--- src/rtl/ram_queue_pkg.sv ---
// Shared sizing and types for the RAM-backed queue controller.
package ram_queue_pkg;
    localparam int unsigned RAM_QUEUE_WIDTH = 109;
    localparam int unsigned RAM_QUEUE_DEPTH = 2;
    localparam int unsigned RAM_QUEUE_PTR_W = $clog2(RAM_QUEUE_DEPTH);

    typedef logic [RAM_QUEUE_PTR_W-1:0] ram_queue_ptr_t;
    typedef logic [RAM_QUEUE_WIDTH-1:0] ram_queue_data_t;
endpackage

--- src/rtl/ram_queue_ptr.sv ---
// Wrapping queue pointer: increments modulo 2**PTR_W on i_inc.
module ram_queue_ptr
    import ram_queue_pkg::*;
#(
    parameter int unsigned PTR_W = RAM_QUEUE_PTR_W
) (
    input  logic             i_clk,
    input  logic             i_rst_n,
    input  logic             i_inc,
    output logic [PTR_W-1:0] o_value
);
    logic [PTR_W-1:0] r_value;

    always_ff @(posedge i_clk or negedge i_rst_n) begin
        if (!i_rst_n) begin
            r_value <= '0;
        end else if (i_inc) begin
            r_value <= r_value + 1'b1;
        end
    end

    assign o_value = r_value;
endmodule

--- src/rtl/ram_queue_ctrl.sv ---
// Ready/valid FIFO controller driving an external W0/R0 dual-port RAM macro.
// Define RAM_QUEUE_FLOW_EN for zero-latency pass-through when the queue is empty.
module ram_queue_ctrl
    import ram_queue_pkg::*;
#(
    parameter  int unsigned WIDTH = RAM_QUEUE_WIDTH,
    parameter  int unsigned DEPTH = RAM_QUEUE_DEPTH,
    localparam int unsigned PTR_W = $clog2(DEPTH)
) (
    input  logic             clock,
    input  logic             reset_n,
    input  logic             enq_valid,
    output logic             enq_ready,
    input  logic [WIDTH-1:0] enq_bits,
    output logic             deq_valid,
    input  logic             deq_ready,
    output logic [WIDTH-1:0] deq_bits,
    output logic [PTR_W:0]   count,
    output logic [PTR_W-1:0] ram_W0_addr,
    output logic             ram_W0_en,
    output logic [WIDTH-1:0] ram_W0_data,
    output logic [PTR_W-1:0] ram_R0_addr,
    output logic             ram_R0_en,
    input  logic [WIDTH-1:0] ram_R0_data
);
    logic [PTR_W-1:0] w_enq_ptr;
    logic [PTR_W-1:0] w_deq_ptr;
    logic             r_maybe_full;
    logic             w_ptr_match;
    logic             w_empty;
    logic             w_full;
    logic             w_do_enq;
    logic             w_do_deq;

    assign w_ptr_match = (w_enq_ptr == w_deq_ptr);
    assign w_empty     = w_ptr_match & ~r_maybe_full;
    assign w_full      = w_ptr_match & r_maybe_full;

    assign enq_ready = ~w_full;
    assign w_do_deq  = ~w_empty & deq_ready;

`ifdef RAM_QUEUE_FLOW_EN
    // A pass-through taken by the consumer never touches the RAM or pointers.
    assign w_do_enq  = enq_valid & ~w_full & ~(w_empty & deq_ready);
    assign deq_valid = ~w_empty | enq_valid;
    assign deq_bits  = w_empty ? enq_bits : ram_R0_data;
`else
    assign w_do_enq  = enq_valid & ~w_full;
    assign deq_valid = ~w_empty;
    assign deq_bits  = ram_R0_data;
`endif

    assign ram_W0_en   = w_do_enq;
    assign ram_W0_addr = w_enq_ptr;
    assign ram_W0_data = enq_bits;
    assign ram_R0_en   = 1'b1;
    assign ram_R0_addr = w_deq_ptr;

    assign count = w_full ? (PTR_W+1)'(DEPTH) : {1'b0, w_enq_ptr - w_deq_ptr};

    ram_queue_ptr #(.PTR_W(PTR_W)) u_enq_ptr (
        .i_clk   (clock),
        .i_rst_n (reset_n),
        .i_inc   (w_do_enq),
        .o_value (w_enq_ptr)
    );

    ram_queue_ptr #(.PTR_W(PTR_W)) u_deq_ptr (
        .i_clk   (clock),
        .i_rst_n (reset_n),
        .i_inc   (w_do_deq),
        .o_value (w_deq_ptr)
    );

    always_ff @(posedge clock or negedge reset_n) begin
        if (!reset_n) begin
            r_maybe_full <= 1'b0;
        end else if (w_do_enq != w_do_deq) begin
            r_maybe_full <= w_do_enq;
        end
    end
endmodule

--- config.mk ---
export PLATFORM = sky130hd
export DESIGN_NAME = ram_queue_ctrl
export DESIGN_NICKNAME = d
export VERILOG_FILES = /design/src/rtl/ram_queue_pkg.sv /design/src/rtl/ram_queue_ptr.sv /design/src/rtl/ram_queue_ctrl.sv
export SDC_FILE = /design/constraint.sdc
export NUM_CORES = 1
export LEC_CHECK = 0
export ABC_AREA = 1
export BUFFER_PORTS_ARGS = -buffer_cell sky130_fd_sc_hd__buf_2
export CORE_AREA = 2 2 176 178
export CTS_BUF_LIST = sky130_fd_sc_hd__clkbuf_4 sky130_fd_sc_hd__clkbuf_8
export DETAILED_ROUTE_END_ITERATION = 12
export DIE_AREA = 0 0 178 180
export SLEW_MARGIN = 20
export SYNTH_ARGS = -nofsm -noshare
export SYNTH_HDL_FRONTEND = slang
export SYNTH_SLANG_ARGS = --single-unit
--- constraint.sdc ---
create_clock -name clock -period 1.2 [get_ports clock]
set_input_delay 0.24 -clock clock [delete_from_list [all_inputs] [get_ports clock]]
set_output_delay 0.24 -clock clock [all_outputs]
set_load 0.03 [all_outputs]
# Word-level counts from Yosys, hierarchy flattened
# Index checks and enable logic that the tools add are counted.
[op_classes]
n_addsub = 3
n_eq_ne = 2
muxes = 1
n_bitwise = 7
[op_table]
columns = ["operator", "n"]
rows = [
  ["bitwise AND 1 bit", 4],
  ["NOT 1 bit", 3],
  ["adder 1 bit, second input constant", 2],
  ["2-to-1 mux 2 bit", 1],
  ["== test 1 bit", 1],
  ["inequality test 1 bit", 1],
  ["subtractor 1 bit", 1],
]
[totals]
ff_bits = 3
output_inout_bits = 226
word_cells = 16

# Longest topological paths before layout
[logic_depth]
word_depth = 5
depth_mapped = 6

# Modules after synthesis
# Synthesis repeated with hierarchy kept, for this count alone.
[unflattened]
hier_cells = 253
hier_area_um2 = 1870.5
[by_module_without_submodules]
columns = ["module", "n_inst", "cells_each", "area_each_um2", "seq_area_each_um2"]
rows = [
  ["ram_queue_ctrl", 1, 241, 1783.0, 25.0],
  ["ram_queue_ptr", 2, 6, 43.8, 25.0],
]

# Worst setup path before layout
# OpenSTA, ideal clock, no wires.
[synth_timing]
path_kind = "register to output"
start = "reg u_enq_ptr.r_value (netlist: u_enq_ptr.o_value)"
end = "out ram_W0_en"
t_arrival_ps = 1149
required_ps = 960
slack_ps = -189
stages_incl_launch_ff = 6
n_path_buf = 0
path_cell_list = "dfrtp_1 inv_2 nand2_2 nand3_4 nand2_2 inv_1"
[synth_between]
elab_chain_len = 4
[synth_lines]
columns = ["element", "line_no", "text"]
rows = [
  ["from (decl)", "ram_queue_ptr.sv:12", "logic [PTR_W-1:0] r_value;"],
  ["from (signal assigned)", "ram_queue_ptr.sv:18", "r_value <= r_value + 1'b1;"],
  ["== test 1 bit", "ram_queue_ctrl.sv:35", "assign w_ptr_match = (w_enq_ptr == w_deq_ptr);"],
  ["bitwise AND 1 bit", "ram_queue_ctrl.sv:37", "assign w_full = w_ptr_match & r_maybe_full;"],
  ["NOT 1 bit", "-", ""],
  ["net enq_ready", "ram_queue_ctrl.sv:13", "output logic enq_ready,"],
  ["bitwise AND 1 bit", "ram_queue_ctrl.sv:48", "assign w_do_enq = enq_valid & ~w_full;"],
  ["to (decl)", "ram_queue_ctrl.sv:20", "output logic ram_W0_en,"],
]
# The timed path passes the listed nets, and every way through them passes these cells.

# Worst setup path after layout
[layout_timing]
start = "reg u_deq_ptr.r_value (netlist: u_deq_ptr.o_value)"
end = "out ram_W0_en"
[layout_between]
elab_chain_len = 4
[layout_lines]
columns = ["element", "line_no"]
rows = [
  ["from (decl)", "ram_queue_ptr.sv:12"],
  ["from (signal assigned)", "ram_queue_ptr.sv:18"],
  ["== test 1 bit", "ram_queue_ctrl.sv:35"],
  ["bitwise AND 1 bit", "ram_queue_ctrl.sv:37"],
  ["NOT 1 bit", "ram_queue_ctrl.sv:48"],
  ["bitwise AND 1 bit", "ram_queue_ctrl.sv:48"],
]
# Every way passes these cells.

==> out/results.tsv <==
metric	value	unit
Netlist cell types	12	
Design Area, Final	937.1	sq um
Fin. Hold Viols	0	
GR Util All Layers	0.03196	
PnR Total Power	1832	uW
met2 Usage GRT	0.03380	
WL per Instance	12.80	um
Hold Startpoint	deq_ready	
register area	77.57	sq um
RSZ-0062 raised after global routing	yes	
asr flop ratio synth	1.000	
Worst Hold Class	primary input to register	
Fmax	0.7366	GHz
DP Area	793.3	sq um
Worst-Skew Late Latency	220	ps
yosys synthesis warning count	0	
largest cells by area after synthesis	buf_4 89%, dfrtp_1 4.0%, nand2_1 1.8%	
final setup skew	0.6489	ps
grt ovf	0	
Cell Rows	64	
Cell Area, Synth	0.001857	sq mm
Util after Layout	0.03104	
CTS Buffer Depth	2	
GR Util met1	0.01811	
TritonCTS clock tree	built	
ys flop type	dfrtp_1	
vias in the first global route	805	
Max Cap Viol	0	
GR peak layer	met4	
r2r startpoint	u_deq_ptr.o_value$_DFFE_PN0P_	
most numerous cell in the Yosys netlist	buf_4	
Critical Path RT	960	ps
post-synth top area share	0.8895	
Initial Utilization	0.06151	
global-route wire length before repair	6706	um
status	complete, but fails checks	
DIE HEIGHT	180	um
PwrDens	1955	mW/mm^2
Pre-antenna DRT Iters	2	
Max FO, Critical Path	4	
Seq/Total Area, Yosys	0.04043	
CTS Root Cell	clkbuf_8	
Mean Syn Cell Area	7.487	sq um
largest net degree at the start of global routing	5	
antenna cells	0	
setup tns final	-722.5	ps
Core Box Area	0.03019	sq mm
final WL	5736	um
Top Ports	448	
Net Count, Synth	470	
area occupied by multi-input gates	128.9	sq um
Crit Path Class	register to output pin	
DPL Wire Length	4706	um
violated checks	setup timing	
I/O Buffers	10	
clk sink count	3	
met3 GRT Util	0.03448	
most frequent cells after synthesis	220 x buf_4, 9 x nand2_1	
share of cells above drive strength 1	0.6923	
fillers	3589	
Nets	275	
Worst-path clk slew	30	ps
Die Footprint	0.03204	sq mm
Setup violations, final	6	
via count	659	
Period Utilization, post-route	1.131	
Worst setup EP type	output pin	
Post-synth EDFFs	0	
placed cells	439	
critical path launch point	u_deq_ptr.o_value$_DFFE_PN0P_	
VDD IR-drop max	0.4823	mV
CP Launch Type	register	
Die W	178	um
Final GP Congestion	0.5499	
Slew Viols, Final	0	
cell count after synthesis	248	
Final WS setup	-157.6	ps
drt drc	0	
non-filler instance count after layout	448	
H-tree depth	1	
fin crit period	1358	ps
Pleak	0.0002534	uW
Area growth syn-to-layout	-49.53	%
initial antenna violation count	0	
Post-DRT Antenna Nets	0	
Yosys reg bits	3	
TritonCTS buffer count	3	
vias per cell	1.471	
post-synth top area cell	buf_4	
Worst Path Arrival	1120	ps
Iter 0 DRT Violations	14	
[through the flow]
stage                     setup WS [ps]  hold WS (ps)
after floorplan                  -47.13        -55.59
after global placement            19.24         41.37
after detailed placement          2.204         43.36
after CTS                        -152.1         310.4
after global routing             -209.8         334.0
final                            -157.6         310.2
[final timing paths]
| path | end | slack [ps] | cells after the start |
|---|---|---|---|
| worst min-delay path | u_deq_ptr.o_value$_DFFE_PN0P_ | 310 | 3 |
| worst max register to register | r_maybe_full$_DFFE_PN0P_ | 130 | 6 |
| max in group asynchronous | u_deq_ptr.o_value$_DFFE_PN0P_ | 690 | 2 |
| min in group asynchronous | u_enq_ptr.o_value$_DFFE_PN0P_ | 390 | 2 |
| worst min register to register | u_deq_ptr.o_value$_DFFE_PN0P_ | 630 | 3 |
| worst max-delay path | ram_W0_en | -160 | 6 |
[area by class of cell]
class / count / area share
clock buffer: 4 / 0.05207
inverter: 5 / 0.02270
multi-input combinational: 20 / 0.1375
sequential: 3 / 0.08278
tap: 396 / 0.5287
timing repair buffer: 20 / 0.1762
[power breakdown]
| group | internal (uW) | switching, uW |
|---|---|---|
| logic | 574 | 714 |
| clock network | 249 | 67.4 |
| registers | 161 | 66.4 |
| total | 985 | 848 |
[routing by layer]
metal | wire (um) | vias to the layer above
met5 | 0 | -
met2 | 1954 | 198
met3 | 1546 | 123
met1 | 1093 | 207
li1 | - | 131
met4 | 1141 | 0
[registers in the layout (all words and copies together) (netlist names)]
| name | cells |
|---|---|
| r_maybe_full | 1 |
| u_deq_ptr.o_value | 1 |
| u_enq_ptr.o_value | 1 |
[placed cells by master (no fill, tap or decap)]
cell and n:
dfrtp_1 1, inv_2 3, buf_4 9, conb_1 1
clkbuf_4 1, dfrtp_2 2, or2_2 1, nand2_2 1
clkbuf_8 3, nand3_4 1, nand3_1 3, nand4_1 1
inv_1 1, nand2_4 3, buf_6 6, nand2_1 8
buf_2 4, inv_4 1, dlygate4sd3_1 1, nand3_2 1
[logic make-up (layout without fill, tap and decap cells)]
group                  count (synthesis)  after routing  share of synthesized area
DFF                                    3              3                    0.04043
other                                  1              1                   0.002020
and+or+nand+nor                       19             19                    0.05796
buffers and inverters                225             29                     0.8996
[worst max-delay path, cell delays in order (launching register included)]
cell     delay [ps]
dfrtp_2         420
inv_2            90
nand2_4          70
nand3_4         100
nand2_4          60
inv_4            40
buf_6           110
[timing repair]
item,CTS,global route
resized for setup,13,4
endpoints found under the hold margin,3,0
pin swaps,1,1
setup buffers,2,2
endpoints found under the setup margin,5,7
hold buffers,1,0
No activity file was read; power rests on OpenSTA's default activity.
